$ cat src/rtl/pipeline_hazard_controller_pkg.sv
// pipeline_hazard_controller_pkg: shared state encodings and forwarding select codes
package pipeline_hazard_controller_pkg;
    typedef logic [1:0] fwd_sel_t;
    localparam logic [1:0] RUN   = 2'd0;
    localparam logic [1:0] STALL = 2'd1;
    localparam logic [1:0] ANNUL = 2'd2;
    localparam fwd_sel_t FWD_RF  = 2'b00;
    localparam fwd_sel_t FWD_EX  = 2'b01;
    localparam fwd_sel_t FWD_MEM = 2'b10;
    localparam fwd_sel_t FWD_WB  = 2'b11;
endpackage

$ cat src/rtl/pipeline_hazard_controller_if.sv
// pipeline_hazard_controller_if: pipeline stage fields in, stage control and forwarding selects out
interface pipeline_hazard_controller_if
    import pipeline_hazard_controller_pkg::*;
#(
    parameter int REG_W = 5,
    parameter int CNT_W = 16
);
    logic [REG_W-1:0] ID_rs1, ID_rs2, ID_rd;
    logic             ID_use_rs1, ID_use_rs2, ID_use_rd;
    logic [REG_W-1:0] EX_RD_instr, MEM_RD_instr, WB_RD_instr;
    logic             EX_rf_en, MEM_rf_en, WB_rf_en;
    logic             EX_load, ID_annul;
    logic             PC_LE, IF_ID_LE, ID_EX_clr, ID_squash;
    fwd_sel_t         fwd_rs1, fwd_rs2, fwd_rd;
    logic [CNT_W-1:0] stall_cnt, annul_cnt;
    modport master (
        output ID_rs1, ID_rs2, ID_rd, ID_use_rs1, ID_use_rs2, ID_use_rd,
        output EX_RD_instr, MEM_RD_instr, WB_RD_instr, EX_rf_en, MEM_rf_en, WB_rf_en,
        output EX_load, ID_annul,
        input  PC_LE, IF_ID_LE, ID_EX_clr, ID_squash, fwd_rs1, fwd_rs2, fwd_rd,
        input  stall_cnt, annul_cnt
    );
    modport slave (
        input  ID_rs1, ID_rs2, ID_rd, ID_use_rs1, ID_use_rs2, ID_use_rd,
        input  EX_RD_instr, MEM_RD_instr, WB_RD_instr, EX_rf_en, MEM_rf_en, WB_rf_en,
        input  EX_load, ID_annul,
        output PC_LE, IF_ID_LE, ID_EX_clr, ID_squash, fwd_rs1, fwd_rs2, fwd_rd,
        output stall_cnt, annul_cnt
    );
endinterface

$ cat src/rtl/pipeline_hazard_controller_forward_select.sv
// forward_select: EX > MEM > WB priority forwarding compare for one ID source field
module forward_select
    import pipeline_hazard_controller_pkg::*;
#(
    parameter int REG_W = 5
) (
    input  logic [REG_W-1:0] src,
    input  logic             use_src,
    input  logic [REG_W-1:0] ex_rd,
    input  logic             ex_en,
    input  logic             ex_load,
    input  logic [REG_W-1:0] mem_rd,
    input  logic             mem_en,
    input  logic [REG_W-1:0] wb_rd,
    input  logic             wb_en,
    output fwd_sel_t         sel,
    output logic             ex_hit
);
    logic live;
    always_comb begin
        live   = use_src && src != '0;
        ex_hit = live && ex_en && ex_rd == src;
        // a load's data is not ready out of EX, so fall through to older stages
        sel    = (ex_hit && !ex_load)           ? FWD_EX  :
                 (live && mem_en && mem_rd == src) ? FWD_MEM :
                 (live && wb_en && wb_rd == src)   ? FWD_WB  : FWD_RF;
    end
endmodule

$ cat src/rtl/pipeline_hazard_controller.sv
// pipeline_hazard_controller: load-use stall, delay-slot annul and operand forwarding control
module pipeline_hazard_controller
    import pipeline_hazard_controller_pkg::*;
#(
    parameter int REG_W = 5,
    parameter int CNT_W = 16
) (
    input logic clk,
    input logic reset,
    pipeline_hazard_controller_if.slave h
);
    logic [1:0]       state_q, state_d;
    logic [CNT_W-1:0] stall_cnt_q, stall_cnt_d, annul_cnt_q, annul_cnt_d;
    logic [2:0]       ex_hit;
    logic             run_stall, in_annul;

    forward_select #(.REG_W(REG_W)) u_rs1 (
        .src(h.ID_rs1), .use_src(h.ID_use_rs1),
        .ex_rd(h.EX_RD_instr), .ex_en(h.EX_rf_en), .ex_load(h.EX_load),
        .mem_rd(h.MEM_RD_instr), .mem_en(h.MEM_rf_en),
        .wb_rd(h.WB_RD_instr), .wb_en(h.WB_rf_en),
        .sel(h.fwd_rs1), .ex_hit(ex_hit[0])
    );
    forward_select #(.REG_W(REG_W)) u_rs2 (
        .src(h.ID_rs2), .use_src(h.ID_use_rs2),
        .ex_rd(h.EX_RD_instr), .ex_en(h.EX_rf_en), .ex_load(h.EX_load),
        .mem_rd(h.MEM_RD_instr), .mem_en(h.MEM_rf_en),
        .wb_rd(h.WB_RD_instr), .wb_en(h.WB_rf_en),
        .sel(h.fwd_rs2), .ex_hit(ex_hit[1])
    );
    forward_select #(.REG_W(REG_W)) u_rd (
        .src(h.ID_rd), .use_src(h.ID_use_rd),
        .ex_rd(h.EX_RD_instr), .ex_en(h.EX_rf_en), .ex_load(h.EX_load),
        .mem_rd(h.MEM_RD_instr), .mem_en(h.MEM_rf_en),
        .wb_rd(h.WB_RD_instr), .wb_en(h.WB_rf_en),
        .sel(h.fwd_rd), .ex_hit(ex_hit[2])
    );

    always_comb begin
        in_annul    = state_q == ANNUL;
        run_stall   = state_q == RUN && h.EX_load && |ex_hit;
        // stall beats annul; a held branch takes its annul from STALL
        state_d     = in_annul ? RUN : run_stall ? STALL : h.ID_annul ? ANNUL : RUN;
        stall_cnt_d = stall_cnt_q + CNT_W'(run_stall && !(&stall_cnt_q));
        annul_cnt_d = annul_cnt_q + CNT_W'(in_annul && !(&annul_cnt_q));
    end

    assign h.PC_LE     = !run_stall;
    assign h.IF_ID_LE  = !run_stall;
    assign h.ID_EX_clr = run_stall || in_annul;
    assign h.ID_squash = in_annul;
    assign h.stall_cnt = stall_cnt_q;
    assign h.annul_cnt = annul_cnt_q;

    always_ff @(posedge clk or posedge reset) begin
        if (reset) begin
            state_q     <= RUN;
            stall_cnt_q <= '0;
            annul_cnt_q <= '0;
        end else begin
            state_q     <= state_d;
            stall_cnt_q <= stall_cnt_d;
            annul_cnt_q <= annul_cnt_d;
        end
    end
endmodule
$ cat src/flat_wrapper.sv
// flat-port wrapper written by rule: the top's interface ports become plain ports
module pipeline_hazard_controller_flat import pipeline_hazard_controller_pkg::*;
#(
    parameter int REG_W = 5,
    parameter int CNT_W = 16
)
  (clk, reset, h_ID_rs1, h_ID_rs2, h_ID_rd, h_ID_use_rs1, h_ID_use_rs2, h_ID_use_rd, h_EX_RD_instr, h_MEM_RD_instr, h_WB_RD_instr, h_EX_rf_en, h_MEM_rf_en, h_WB_rf_en, h_EX_load, h_ID_annul, h_PC_LE, h_IF_ID_LE, h_ID_EX_clr, h_ID_squash, h_fwd_rs1, h_fwd_rs2, h_fwd_rd, h_stall_cnt, h_annul_cnt);
  pipeline_hazard_controller_if #(.REG_W(REG_W), .CNT_W(CNT_W)) h_i ();
  input logic clk;
  input logic reset;
  input wire logic [$bits(h_i.ID_rs1)-1:0] h_ID_rs1;
  input wire logic [$bits(h_i.ID_rs2)-1:0] h_ID_rs2;
  input wire logic [$bits(h_i.ID_rd)-1:0] h_ID_rd;
  input wire logic [$bits(h_i.ID_use_rs1)-1:0] h_ID_use_rs1;
  input wire logic [$bits(h_i.ID_use_rs2)-1:0] h_ID_use_rs2;
  input wire logic [$bits(h_i.ID_use_rd)-1:0] h_ID_use_rd;
  input wire logic [$bits(h_i.EX_RD_instr)-1:0] h_EX_RD_instr;
  input wire logic [$bits(h_i.MEM_RD_instr)-1:0] h_MEM_RD_instr;
  input wire logic [$bits(h_i.WB_RD_instr)-1:0] h_WB_RD_instr;
  input wire logic [$bits(h_i.EX_rf_en)-1:0] h_EX_rf_en;
  input wire logic [$bits(h_i.MEM_rf_en)-1:0] h_MEM_rf_en;
  input wire logic [$bits(h_i.WB_rf_en)-1:0] h_WB_rf_en;
  input wire logic [$bits(h_i.EX_load)-1:0] h_EX_load;
  input wire logic [$bits(h_i.ID_annul)-1:0] h_ID_annul;
  output wire logic [$bits(h_i.PC_LE)-1:0] h_PC_LE;
  output wire logic [$bits(h_i.IF_ID_LE)-1:0] h_IF_ID_LE;
  output wire logic [$bits(h_i.ID_EX_clr)-1:0] h_ID_EX_clr;
  output wire logic [$bits(h_i.ID_squash)-1:0] h_ID_squash;
  output wire logic [$bits(h_i.fwd_rs1)-1:0] h_fwd_rs1;
  output wire logic [$bits(h_i.fwd_rs2)-1:0] h_fwd_rs2;
  output wire logic [$bits(h_i.fwd_rd)-1:0] h_fwd_rd;
  output wire logic [$bits(h_i.stall_cnt)-1:0] h_stall_cnt;
  output wire logic [$bits(h_i.annul_cnt)-1:0] h_annul_cnt;
  assign h_i.ID_rs1 = h_ID_rs1;
  assign h_i.ID_rs2 = h_ID_rs2;
  assign h_i.ID_rd = h_ID_rd;
  assign h_i.ID_use_rs1 = h_ID_use_rs1;
  assign h_i.ID_use_rs2 = h_ID_use_rs2;
  assign h_i.ID_use_rd = h_ID_use_rd;
  assign h_i.EX_RD_instr = h_EX_RD_instr;
  assign h_i.MEM_RD_instr = h_MEM_RD_instr;
  assign h_i.WB_RD_instr = h_WB_RD_instr;
  assign h_i.EX_rf_en = h_EX_rf_en;
  assign h_i.MEM_rf_en = h_MEM_rf_en;
  assign h_i.WB_rf_en = h_WB_rf_en;
  assign h_i.EX_load = h_EX_load;
  assign h_i.ID_annul = h_ID_annul;
  assign h_PC_LE = h_i.PC_LE;
  assign h_IF_ID_LE = h_i.IF_ID_LE;
  assign h_ID_EX_clr = h_i.ID_EX_clr;
  assign h_ID_squash = h_i.ID_squash;
  assign h_fwd_rs1 = h_i.fwd_rs1;
  assign h_fwd_rs2 = h_i.fwd_rs2;
  assign h_fwd_rd = h_i.fwd_rd;
  assign h_stall_cnt = h_i.stall_cnt;
  assign h_annul_cnt = h_i.annul_cnt;
  pipeline_hazard_controller #(.REG_W(REG_W), .CNT_W(CNT_W)) u_core (.clk(clk), .reset(reset), .h(h_i));
endmodule
$ cat config.mk
export PLATFORM = sky130hd
export DESIGN_NAME = pipeline_hazard_controller_flat
export DESIGN_NICKNAME = d
export VERILOG_FILES = /design/src/rtl/pipeline_hazard_controller_pkg.sv /design/src/rtl/pipeline_hazard_controller_if.sv /design/src/rtl/pipeline_hazard_controller_forward_select.sv /design/src/rtl/pipeline_hazard_controller.sv /design/src/flat_wrapper.sv
export SDC_FILE = /design/constraint.sdc
export NUM_CORES = 1
export LEC_CHECK = 0
export CAP_MARGIN = 10
export CORE_MARGIN = 10
export CORE_UTILIZATION = 48
export DETAILED_ROUTE_END_ITERATION = 12
export HOLD_SLACK_MARGIN = 0.03
export PLACE_DENSITY_LB_ADDON = 0.3
export REMOVE_ABC_BUFFERS = 1
export SKIP_LAST_GASP = 1
export SLEW_MARGIN = 20
export SYNTH_ARGS = -nofsm -noshare
export SYNTH_HDL_FRONTEND = slang
export SYNTH_SLANG_ARGS = --single-unit
$ cat constraint.sdc
create_clock -name clk -period 7.8 [get_ports clk]
set_clock_uncertainty 0.05 [all_clocks]
set_input_delay 2.34 -clock clk [delete_from_list [all_inputs] [get_ports clk]]
set_output_delay 2.34 -clock clk [all_outputs]
set_load 0.02 [all_outputs]
# Word-level counts from Yosys, hierarchy flattened
# Index checks and enable logic that the tools add are counted.
[totals]
register_bits = 34
output_inout_bits = 42
word_cells = 67
[op_classes]
n_addsub = 2
eq_ne = 10
n_mux = 12
n_reduce_logical = 40
[op_table]
columns = ["cell", "n"]
rows = [
  ["5-bit == test", 9],
  ["16-bit by 1-bit adder with 16-bit output", 2],
  ["16-bit AND reduction", 2],
  ["1-bit logical AND", 28],
  ["2-bit 2-to-1 mux", 12],
  ["5-bit nonzero test", 3],
  ["1-bit logical NOT", 4],
  ["3-bit OR reduction", 1],
  ["2-bit == test (second input constant)", 1],
  ["2-bit logical NOT", 1],
  ["1-bit logical OR", 1],
]

# Logic depth before layout (Yosys ltp)
# Gate-level depths: netlist of run 1.
[depth]
word_depth = 8
ltp_mapped = 11

# Cells and area by module
# From an unflattened synthesis of run 1, not the netlist that was laid out.
[hier_totals]
cells_unflattened = 226
area_unflattened_um2 = 2406.1
[modules_own_cells]
columns = ["mod", "instances", "cells_each", "area_each_um2"]
rows = [
  ["pipeline_hazard_controller", 1, 136, 1580.3],
  ["forward_select", 3, 30, 275.3],
]

# Least setup slack after synthesis of run 1
# OpenSTA, ideal clock, no wires.
[synth_path]
path_kind = "input to output"
start = "input h_ID_rs1[0]"
end = "output h_PC_LE"
t_arrival_ns = 3.656
required_ns = 5.410
path_slack_ns = 1.754
cell_stages = 6
n_path_buf = 1
cell_sequence = "or4_4 -> o21ai_4 -> nand4b_1 -> a31oi_4 -> inv_1 -> buf_4"
[synth_via]
elab_chain_cells = 7
word_cells_on_any_way = 8
cone_classes = "eq/ne: 1; reduce/logical: 7"
[synth_lines]
columns = ["item", "line_no", "source"]
rows = [
  ["from (decl)", "flat_wrapper.sv:11", "input wire logic [$bits(h_i.ID_rs1)-1:0] h_ID_rs1;"],
  ["5-bit nonzero test", "pipeline_hazard_controller_forward_select.sv:21", "live = use_src && src != '0;"],
  ["1-bit logical AND", "pipeline_hazard_controller_forward_select.sv:21", ""],
  ["1-bit logical AND", "pipeline_hazard_controller_forward_select.sv:22", "ex_hit = live && ex_en && ex_rd == src;"],
  ["1-bit logical AND (*)", "pipeline_hazard_controller_forward_select.sv:22", ""],
  ["3-bit OR reduction (*)", "pipeline_hazard_controller.sv:41", "run_stall = state_q == RUN && h.EX_load && |ex_hit;"],
  ["1-bit logical AND (*)", "pipeline_hazard_controller.sv:41", ""],
  ["1-bit logical NOT (*)", "n/a", ""],
  ["to (decl)", "flat_wrapper.sv:25", "output wire logic [$bits(h_i.PC_LE)-1:0] h_PC_LE;"],
]
# Every way passes the cells marked *; elsewhere a longest branch is shown, timed or not.

# Worst setup path after layout of run 1
[layout_path]
start = "input h_ID_rd[0]"
end = "output h_fwd_rd[1]"
[layout_via]
elab_chain_cells = 7
word_cells_on_any_way = 15
cone_classes = "eq/ne: 3; mux: 3; reduce/logical: 9"
[layout_lines]
columns = ["item", "line_no", "source"]
rows = [
  ["from (decl)", "flat_wrapper.sv:13", "input wire logic [$bits(h_i.ID_rd)-1:0] h_ID_rd;"],
  ["5-bit nonzero test", "pipeline_hazard_controller_forward_select.sv:21", ""],
  ["1-bit logical AND", "pipeline_hazard_controller_forward_select.sv:21", ""],
  ["1-bit logical AND (2 in a row)", "pipeline_hazard_controller_forward_select.sv:26", "(live && wb_en && wb_rd == src) ? FWD_WB : FWD_RF;"],
  ["2-bit 2-to-1 mux", "pipeline_hazard_controller_forward_select.sv:26", ""],
  ["2-bit 2-to-1 mux", "pipeline_hazard_controller_forward_select.sv:25", "(live && mem_en && mem_rd == src) ? FWD_MEM :"],
  ["2-bit 2-to-1 mux (*)", "pipeline_hazard_controller_forward_select.sv:24", "sel = (ex_hit && !ex_load) ? FWD_EX :"],
  ["to (decl)", "flat_wrapper.sv:31", "output wire logic [$bits(h_i.fwd_rd)-1:0] h_fwd_rd;"],
]
# Marks and branches as above.

==> flow_metrics.tcl, run 1 <==
set metrics [dict create \
    status "complete, no violations" \
    syn_to_final_growth_pct 44.74 \
    viasPerCell 5.209 \
    antenna_found_initial 0 \
    gp_congestion 0.8366 \
    synth_area_mm2 0.002142 \
    hold_path.class "reg2reg" \
    cts_tree "done" \
    cts_buffers 5 \
    htree_levels 2 \
    row_count 24 \
    grtUsageTotal_pct 15.26 \
    async_flop_share_pct 100.0 \
    fin_crit_sh_pct 90.50 \
    cts-resized-gates 0 \
    die_area_mm2 0.007534 \
    place_area_mm2 0.003005 \
    hold_viol_final 0 \
    finalSetupViolCount 0 \
    worst_pin_slew_ns 0.4493 \
    core_mm2 0.004324 \
    root_buffer "clkbuf_8" \
    port_buffers 81 \
    die_w_um 86.80 \
    hold_depth 1 \
    relSlewSlack_pct 69.82 \
    netlist_instances 211 \
    cts_buffer_depth 2 \
    clkSlewWorstSetupHoldPaths_ns 0.07 \
    ios 82 \
    drt_iter0_drc 82 \
    startpoint "h_ID_rd[0]" \
    nets 340 \
    final_common_cell "clkdlybuf4s50_1" \
    design_area_mm2 0.003100 \
    finalCriticalPeriod_ns 7.059 \
    path_class "in2out" \
    synth_edf_count 0 \
    clock_sinks 34 \
    hold_path_end "u_core.h.stall_cnt[15]$_DFF_PP0_" \
    initial_core_util_pct 49.54 \
    p_leak_nw 1.240 \
    p_per_area_mw_per_mm2 158.7 \
    cp-end-kind "output pin" \
    worst_hold_slack_ns 0.4431 \
    die_height_um 86.80 \
    fmax_mhz 141.7 \
    rsz0062_at_grt "false" \
    min_from "u_core.h.stall_cnt[15]$_DFF_PP0_" \
    mostFrequentLayoutCells "81 x clkdlybuf4s50_1, 45 x xnor2_1, 34 x dfrtp_1, 28 x xor2_1, 18 x nand3_1" \
    post_drt_wl_per_cell_um 15.97 \
    ys_types 29 \
    hold_buffers 0 \
    worstSkewPairLatency_ns 0.28 \
    slew_viol_final 0 \
    yosysWarningCount 0 \
    hpwl_um 4782 \
    critPathMaxFanout 4 \
    firstDrtPassIters 4 \
    fin_util_pct 71.70 \
    drive_gt1_share_pct 6.397 \
    grt_pass1_vias 2010 \
    start_kind "input port" \
    cp.arrival_ns 4.67 \
    r2r_end "u_core.h.stall_cnt[10]$_DFF_PP0_" \
    ir_worst_vdd_v 0.00007235 \
    ant_nets 0 \
    post_cts_buffers 0 \
    ys_ff_latch 34 \
    synth.avg_cell_area_um2 10.15 \
    synthFlopType "dfrtp_1" \
    route.vias.total 1818 \
    grt_overflow 0 \
    grt_pass1_wl_um 9308 \
    worstPathRequired_ns 5.41 \
    r2r_cells 9 \
    setup_tns_ns 0 \
    rr_startpoint "u_core.h.stall_cnt[11]$_DFF_PP0_" \
    diodes 0 \
    ys_seq_area_share_pct 39.72 \
    maxCapViolCount 0 \
    reg2reg_slack_ns 5.52 \
    drcViolationCount 0 \
    grt_max_degree 35 \
    drt-total-wl_um 5574 \
]
-- flip-flops by register name (all words and copies together) (netlist names) --
signal,count
u_core.h.annul_cnt,16
u_core.h.stall_cnt,16
u_core.state_q,2
-- cells in the mapped netlist (2+ instances only) --
cell type / number / area, µm²
nand2_1: 17 / 63.81
o21a_1: 3 / 22.52
or2_2: 2 / 12.51
o31ai_1: 3 / 22.52
or4_4: 3 / 33.78
nor3_1: 4 / 20.02
nor4_1: 6 / 37.54
o21ai_4: 2 / 32.53
xnor2_1: 45 / 394.1
nor2_1: 8 / 30.03
and3_1: 6 / 37.54
dfrtp_1: 34 / 850.8
and4_1: 2 / 17.52
nand4b_1: 3 / 26.28
and2_1: 3 / 18.77
nand2b_1: 2 / 12.51
nand4_1: 6 / 37.54
clkbuf_1: 2 / 7.510
xor2_1: 28 / 245.2
ha_1: 4 / 50.05
nand3_1: 18 / 90.09
inv_1: 3 / 11.26
-- stage by stage --
step                      setup WS (ns)  std cells  total power [mW]
after floorplan                   1.758        207            0.2827
after global placement           0.7355        341            0.3619
after detailed placement         0.7266        341            0.3662
after CTS                        0.7284        349            0.4987
after global routing             0.5608        349            0.5183
final                            0.7414        349            0.4920
-- cell type report --
type / instances / area [µm²]
Clock buffer: 6 / 82.58
Clock inverter: 2 / 12.51
Fill cell: 342 / 1224
Inverter: 3 / 11.26
Multi-Input combinational cell: 170 / 1260
Sequential cell: 34 / 850.8
Tap cell: 52 / 65.06
Timing Repair Buffer: 82 / 818.3
-- power breakdown --
part           internal [mW]  switching [mW]  total [mW]
sequential             0.195          0.0199       0.214
clock                 0.0708          0.0607       0.132
combinational         0.0751          0.0708       0.146
-- per-layer routing --
metal | vias to the layer above | global-route usage [%] | wire, µm
met3 | 4 | 5.816 | 463
met1 | 859 | 15.67 | 2104
met4 | 0 | 4.713 | 61
met5 | - | 0 | 0
li1 | 893 | - | -
met2 | 62 | 27.71 | 2944
-- worst max-delay path: stages --
cell	delay (ns)
clkdlybuf4s50_1	0.51
or4_4	0.57
o21ai_2	0.18
nand4b_1	0.19
or2_1	0.14
o21a_1	0.13
clkdlybuf4s50_1	0.61
-- worst max path at each step --
stage	slack, ns	depth (start not counted)	endpoint
finish	0.74	7	h_fwd_rd[1]
global route	0.56	7	h_fwd_rs1[0]
CTS	0.73	7	h_fwd_rs1[1]
detailed placement	0.73	7	h_fwd_rs1[1]
global placement	0.74	7	h_fwd_rs2[1]
floorplan	1.76	4	h_fwd_rd[0]
-- kinds of logic after synthesis --
group | after synthesis | share of synthesized area, %
xor gates and xnor gates | 73 | 29.85
buffers and inverters | 7 | 1.460
adders and majority gates | 4 | 2.337
AOI/OAI and AO/OA | 12 | 5.899
DFF | 34 | 39.72
and+or+nand+nor | 81 | 20.74
Power figures use the tool's default switching activity.
==> run 2: changes to the inputs <==
Settings changed: SLEW_MARGIN 20 to 5.
==> results of run 2 <==
The final DEF is identical to that of run 1; final timing and power are the same.
==> run 3: changes to the inputs <==
Settings changed: CORE_ASPECT_RATIO set to 2, CORE_MARGIN 10 to unset, CORE_UTILIZATION 48 to 68, DONT_BUFFER_PORTS set to 1.
==> run 3 against run 2 <==
  * First-iteration DRC count decreased by 71%
  * Setup slack improved by 0.88 ns
  * Non-clock buffer count shrank 81
  * Worst hold slack improved by 0.080 ns
  * Fmax rose by 14%
  * Critical path depth decreased by 3
  * Die area fell by 55%
  * Clock-buffer cell count up 1
  * Routed wire length fell by 9.5%
==> flow_metrics.tcl, run 3 (synthesis results as in run 1) <==
set metrics [dict create \
    ant_nets 0 \
    drive_gt1_share_pct 7.870 \
    r2r_cells 9 \
    ios 82 \
    route.vias.total 1563 \
    ir_worst_vdd_v 0.0001355 \
    diodes 0 \
    cts_buffer_depth 2 \
    critPathMaxFanout 4 \
    post_drt_wl_per_cell_um 20.50 \
    gp_congestion 0.9141 \
    p_per_area_mw_per_mm2 197.3 \
    finalCriticalPeriod_ns 6.175 \
    cp.arrival_ns 3.78 \
    die_height_um 81.37 \
    setup_tns_ns 0 \
    worstPathRequired_ns 5.41 \
    fmax_mhz 162.0 \
    drt-total-wl_um 5043 \
    hold_depth 3 \
    clkSlewWorstSetupHoldPaths_ns 0.06 \
    final_common_cell "xnor2_1" \
    maxCapViolCount 0 \
    hold_buffers 0 \
    port_buffers 0 \
    antenna_found_initial 0 \
    die_area_mm2 0.003392 \
    path_class "in2out" \
    worstSkewPairLatency_ns 0.28 \
    die_w_um 41.69 \
    grt_pass1_wl_um 7859 \
    mostFrequentLayoutCells "45 x xnor2_1, 34 x dfrtp_1, 28 x xor2_1, 18 x nand3_1, 17 x nand2_1" \
    cp_cell_sequence "or4_4 -> o21ai_2 -> nor3_1 -> o31ai_1" \
    relSlewSlack_pct 47.12 \
    post_cts_buffers 0 \
    grt_pass1_vias 1781 \
    worst_hold_slack_ns 0.5227 \
    core_mm2 0.002978 \
    cts_buffers 5 \
    finalSetupViolCount 0 \
    crit_path_top_delay_cell "o31ai_1" \
    viasPerCell 6.354 \
    initial_core_util_pct 71.93 \
    cts_tree "done" \
    status "complete, no violations" \
    clock_sinks 34 \
    drt_iter0_drc 24 \
    grt_max_degree 19 \
    root_buffer "clkbuf_8" \
    power_mw 0.4485 \
    start_kind "input port" \
    hold_viol_final 0 \
    fin_crit_sh_pct 79.16 \
    cpPeakStageDelay_ns 0.65 \
    grtUsageTotal_pct 31.74 \
    htree_levels 2 \
    cp-end-kind "output pin" \
    grt_overflow 0 \
    slew_viol_final 0 \
    worst_pin_slew_ns 0.7864 \
    row_count 28 \
    nets 259 \
    cts-resized-gates 0 \
    drcViolationCount 0 \
    syn_to_final_growth_pct 6.133 \
    firstDrtPassIters 4 \
    hold_path.class "reg2reg" \
    p_leak_nw 0.9448 \
    hpwl_um 4177 \
    rsz0062_at_grt "false" \
]
run 3: changes by cell type in the layout (fill, tap and decap cells not counted):
cell,delta
bufinv_16,+1
clkbuf_1,+2
clkdlybuf4s50_1,-81
clkbuf_8,-1
clkinv_2,-1
clkinvlp_4,-1
run 3: path summary, 6_finish.rpt:
kind | startpoint | endpoint | slack [ns]
min in group asynchronous | reset | u_core.h.annul_cnt[9]$_DFF_PP0_ | 1.96
max reg2reg | u_core.h.stall_cnt[6]$_DFF_PP0_ | u_core.h.stall_cnt[10]$_DFF_PP0_ | 5.33
min | u_core.state_q[0]$_DFF_PP0_ | u_core.state_q[0]$_DFF_PP0_ | 0.52
max in group asynchronous | reset | u_core.h.stall_cnt[5]$_DFF_PP0_ | 5.08
max | h_ID_rd[0] | h_fwd_rd[0] | 1.63
min reg2reg | u_core.state_q[0]$_DFF_PP0_ | u_core.state_q[0]$_DFF_PP0_ | 0.52
run 3: layer usage:
| layer | part of all wire, % | global-route usage, % |
|---|---|---|
| met1 | 29 | 25.53 |
| met2 | 56 | 59.53 |
| met3 | 7.0 | 9.111 |
| met4 | 7.8 | 27.42 |
| met5 | 0 | 0 |
run 3: critical path: cells and delay by family:
kind            cells  cell delay (ns)
compound gates      2             0.83
simple gates        2             0.61
run 3: layout make-up:
cell class | instances | area [µm²]
clock buffers | 7 | 76.32
inverters | 3 | 11.26
flip-flops and latches | 34 | 850.8
fillers | 210 | 704.4
multi-input cells | 170 | 1260
clock inverters | 1 | 30.03
well taps | 30 | 37.54
repair buffers | 1 | 7.507
run 3: power breakdown:
part	leakage (nW)	switching [mW]	internal, mW
combinational	0.430	0.0268	0.0281
sequential	0.462	0.0446	0.194
clock	0.0524	0.0592	0.0955
total	0.945	0.131	0.318
run 3: per-stage QoR:
step	utilization, %	std cells	setup WS [ns]	cell area [µm²]
3_5_place_dp	72.77	238	1.671	2167
4_1_cts	76.34	246	1.666	2273
5_1_grt	76.34	246	1.568	2273
6_report	76.34	246	1.625	2273
3_3_place_gp	72.77	238	1.703	2167
2_1_floorplan	-	207	1.758	2122
